`src/rtl/fdiv_pkg.sv`:
```
`timescale 1ns/1ps
// Shared constants for the fdiv family of synchronous power-of-two clock dividers.
package fdiv_pkg;

  localparam int unsigned N_BITS_DEFAULT = 4;

  // Input-to-output division ratio for a counter of the given width.
  function automatic int unsigned div_ratio(input int unsigned n_bits);
    return 32'd1 << n_bits;
  endfunction

endpackage

```
`src/rtl/fdiv16_sync.sv`:
```
`timescale 1ns/1ps
// Synchronous clock divider: one binary up-counter on the input clock; every output
// is a direct counter flop bit, so all taps switch on the same edge with no ripple.
module fdiv16_sync
  import fdiv_pkg::*;
#(
  parameter int unsigned N_BITS = N_BITS_DEFAULT
) (
  input  logic              in,
  input  logic              rst_n,
  input  logic              en,
  output logic              out,
  output logic [N_BITS-1:0] taps,
  output logic [N_BITS-1:0] cnt
);

  logic [N_BITS-1:0] cnt_q;
  logic [N_BITS-1:0] cnt_d;

  // NOTE: a ternary instead of if (en) so an unknown enable turns the count unknown
  // rather than being silently treated as a hold.
  assign cnt_d = en ? cnt_q + N_BITS'(1) : cnt_q;

  // NOTE: sequential state is updated with non-blocking assignments only, so every
  // reader sees the pre-edge value and all counter bits switch together.
  always_ff @(posedge in or negedge rst_n) begin
    if (!rst_n) begin
      cnt_q <= '0;
    end else begin
      cnt_q <= cnt_d;
    end
  end

  assign cnt  = cnt_q;
  assign taps = cnt_q;
  assign out  = cnt_q[N_BITS-1];

endmodule

```
`config.mk`:
```
export PLATFORM = sky130hd
export DESIGN_NAME = fdiv16_sync
export DESIGN_NICKNAME = d
export VERILOG_FILES = /design/src/rtl/fdiv_pkg.sv /design/src/rtl/fdiv16_sync.sv
export SDC_FILE = /design/constraint.sdc
export NUM_CORES = 1
export LEC_CHECK = 0
export CORE_AREA = 2 2 39 41
export CTS_CLUSTER_DIAMETER = 30
export DETAILED_ROUTE_END_ITERATION = 10
export DIE_AREA = 0 0 41 43
export SYNTH_ARGS = -nofsm -noshare
export SYNTH_HDL_FRONTEND = slang
export SYNTH_SLANG_ARGS = --single-unit
```
`constraint.sdc`:
```
create_clock -name in -period 1.1 [get_ports in]
set_input_delay 0.11 -clock in [delete_from_list [all_inputs] [get_ports in]]
set_output_delay 0.11 -clock in [all_outputs]
set_load 0.03 [all_outputs]
```
After elaboration in Yosys (flattened, before gate mapping)
Cells that the tools add are included.
Storage, ports and cells
  register bits: 4
  bits of input ports: 3
  output and inout bits: 9
  logic and storage cells: 2
Operators by class
  add/sub/neg operators: 1
Operators with widths (number)
  adder 4 x 1 -> 4 bit, second input constant: 1

Depth between registers and ports, before layout
  depth after elaboration: 1
  depth in mapped cells: 3
  mapped depth without buffers: 3

Worst setup path after synthesis
OpenSTA, ideal clock, no wires.
  path kind: register to register
  from: register cnt_q[0], in the netlist cnt[0]
  to: register cnt_q[1], in the netlist cnt[1]
  setup time: 0.125 ns
  data arrival time: 1.084 ns
  data required time: 0.975 ns
  path slack: -0.109 ns
  stages on the path, launching flop included: 3
  path buffers: 0
  clock period less this slack: 1.209 ns
  cells stage by stage: dfrtp_1 -> ha_1 -> mux2_2
On the way
  word-level cells in the longest chain between the ends: 1
RTL lines
  start, declared: line fdiv16_sync.sv:17  | logic [N_BITS-1:0] cnt_q;
  start signal, assigned: line fdiv16_sync.sv:30  | cnt_q <= cnt_d;
  adder 4 x 1 -> 4 bit: line fdiv16_sync.sv:22  | assign cnt_d = en ? cnt_q + N_BITS'(1) : cnt_q;
No other way between the ends.
A chain may end at the register's enable or synchronous reset.

Worst setup path after layout
  from: register cnt_q[1], in the netlist cnt[1]
  to: register cnt_q[1], in the netlist cnt[1]
Same word-level chain as after synthesis.

==> impl_metrics.json <==
{
  "status": "finished clean",
  "nFillCells": 158,
  "mappedNetlistArea_um2": 198,
  "max_freq_ghz": 0.936,
  "routedWlPerCell_um": 10.2,
  "cts_resized": 0,
  "grt_max_degree": 5,
  "setup_viol": 0,
  "core.rowCount": 14,
  "period_minus_slack_ns": 1.07,
  "gp_congestion": 0.465,
  "antenna_cells": 0,
  "cts_sinks": 4,
  "post-route-util_pct": 23.1,
  "critPathLaunch": "cnt[1]",
  "synth_area_leader_cell": "dfrtp_1",
  "finalNonFillerCells": 45,
  "route.detailed.drc": 0,
  "dieArea_mm2": 0.00176,
  "grt_use_total_pct": 6.74,
  "yosys.area.top_type_share_pct": 50.6,
  "grt_first_pass_wirelength_um": 676,
  "dp_hpwl_um": 399,
  "end_kind": "flip-flop",
  "nNetsFinal": 34,
  "syn_inst": 16,
  "period_share_pct": 97.1,
  "timing.rr.start": "cnt[1]",
  "ioPinCount": 12,
  "drv_slew": 0,
  "min_path_type": "primary input to async pin",
  "final_hold_viol_count": 0,
  "setup_tns_ns": 0,
  "drtAntennaViolNets": 0,
  "cts_tree": "done",
  "placed_cells": 41,
  "root_buffer": "clkbuf_4",
  "netlist_top_cells_area": "dfrtp_1, buf_4, xnor2_1",
  "ys_ff_latch": 4,
  "seq_area_frac_synth_pct": 50.6,
  "seq_area_um2": 103,
  "dieWidth_um": 41,
  "yosys_warnings": 0,
  "drtIter0Drc": 0,
  "clockBufferDepth": 2,
  "crit_chain": "ha_1 > mux2_2",
  "relSlewSlack_pct": 87.3,
  "critical_path.max_fanout": 2,
  "rsz0062_at_grt": "no",
  "post_cts_buffers": 0,
  "crit_path_end": "cnt[1]",
  "syn_nets": 20,
  "start_util_pct": 14.3,
  "core_region_area_mm2": 0.00138,
  "dr.pass1.iters": 1,
  "hold_buffers": 0,
  "crit_required_ns": 1.22,
  "cpPeakStageDelay_ns": 0.40,
  "syn_avg_cell_area_um2": 12.4,
  "io_buffer_count": 11,
  "num_vias": 157,
  "critPathLaunchType": "flip-flop",
  "routed_wl_um": 461,
  "multi_input_area_um2": 60.1,
  "yosysUniqueCellTypes": 8,
  "via_per_inst": 3.49,
  "clk_pin_slew_ns": 0.04,
  "antenna_found_initial": 0,
  "ff2ff_path_depth": 2,
  "largest_reg_flops": 4,
  "r2r_end": "cnt[1]",
  "r2r_slack_ns": 0.03,
  "overflow": 0,
  "crit_type": "flip-flop to flip-flop",
  "clock_latency_ns": 0.24,
  "syn2layout_area_growth_pct": 61.4,
  "grt_pass1_vias": 178,
  "cts_made_buffers": 3,
  "die_h_um": 43,
  "worst_pin_slew_ns": 0.190,
  "slowest_stage": "dfrtp_2",
  "whs_ns": 0.0767,
  "drive_gt1_share_pct": 62.1,
  "worstPathArrival_ns": 1.19,
  "maxCapViolations": 0,
  "h-tree-depth": 1,
  "finClkSkew_ns": 0.00722
}
==> per-stage QoR <==
step	worst slack, ns	instance area, um^2
final	0.0321	319
after global placement	-0.00507	293
after global routing	0.000992	319
after floorplan	-0.0462	200
after CTS	0.0215	319
after detailed placement	-0.0460	293
==> kinds of logic after synthesis <==
logic type,synth area share [%]
buffers and inverters,19.0
flip-flops,50.6
XOR/XNOR,13.3
AND/OR/NAND/NOR,5.06
multiplexers,5.70
adder cells (fa/ha/maj),6.33
==> synth_stat cells <==
master / instances
xnor2_1: 2
dfrtp_1: 4
ha_1: 1
mux2_2: 1
nand2_1: 1
nand4_1: 1
xor2_1: 1
buf_4: 5
==> cell type report <==
type                            count  area share, %
Timing Repair Buffer               14           34.5
Tap cell                           16           6.27
Clock buffer                        4           8.24
Sequential cell                     4           32.2
Multi-Input combinational cell      7           18.8
==> worst min-delay path by stage <==
stage / end / slack (ns) / start / cells past startpoint
final: cnt[0] / 0.08 / rst_n / 1
after global routing: cnt[0] / 0.08 / rst_n / 1
after CTS: cnt[0] / 0.07 / rst_n / 1
after detailed placement: cnt[2] / 0.33 / rst_n / 1
after global placement: cnt[3] / 0.32 / rst_n / 1
after floorplan: cnt[0] / -0.19 / rst_n / 0
==> routing by layer <==
metal | part of all wire (%) | vias to the layer above | global-route usage [%]
li1 | - | 72 | -
met1 | 33 | 73 | 4.53
met2 | 51 | 12 | 10.0
met3 | 16 | 0 | 4.71
met4 | 0 | 0 | 8.00
met5 | 0 | - | 0
==> worst max-delay path: cells and delay by family, from the launching register on <==
kind | cells | cell delay, ns
adders and majority gates | 1 | 0.28
DFF | 1 | 0.40
muxes | 1 | 0.27
==> cells in the final DEF (no fill, tap or decap), drive strengths merged <==
cell type	instances
mux2	1
dfrtp	4
nand2	1
ha	1
xor2	1
clkbuf	4
xnor2	2
nand4	1
clkdlybuf4s50	2
buf	12
Power of run 1 is not shown: default switching activity piles up to over one toggle a cycle in this logic, so the estimate is an artifact.
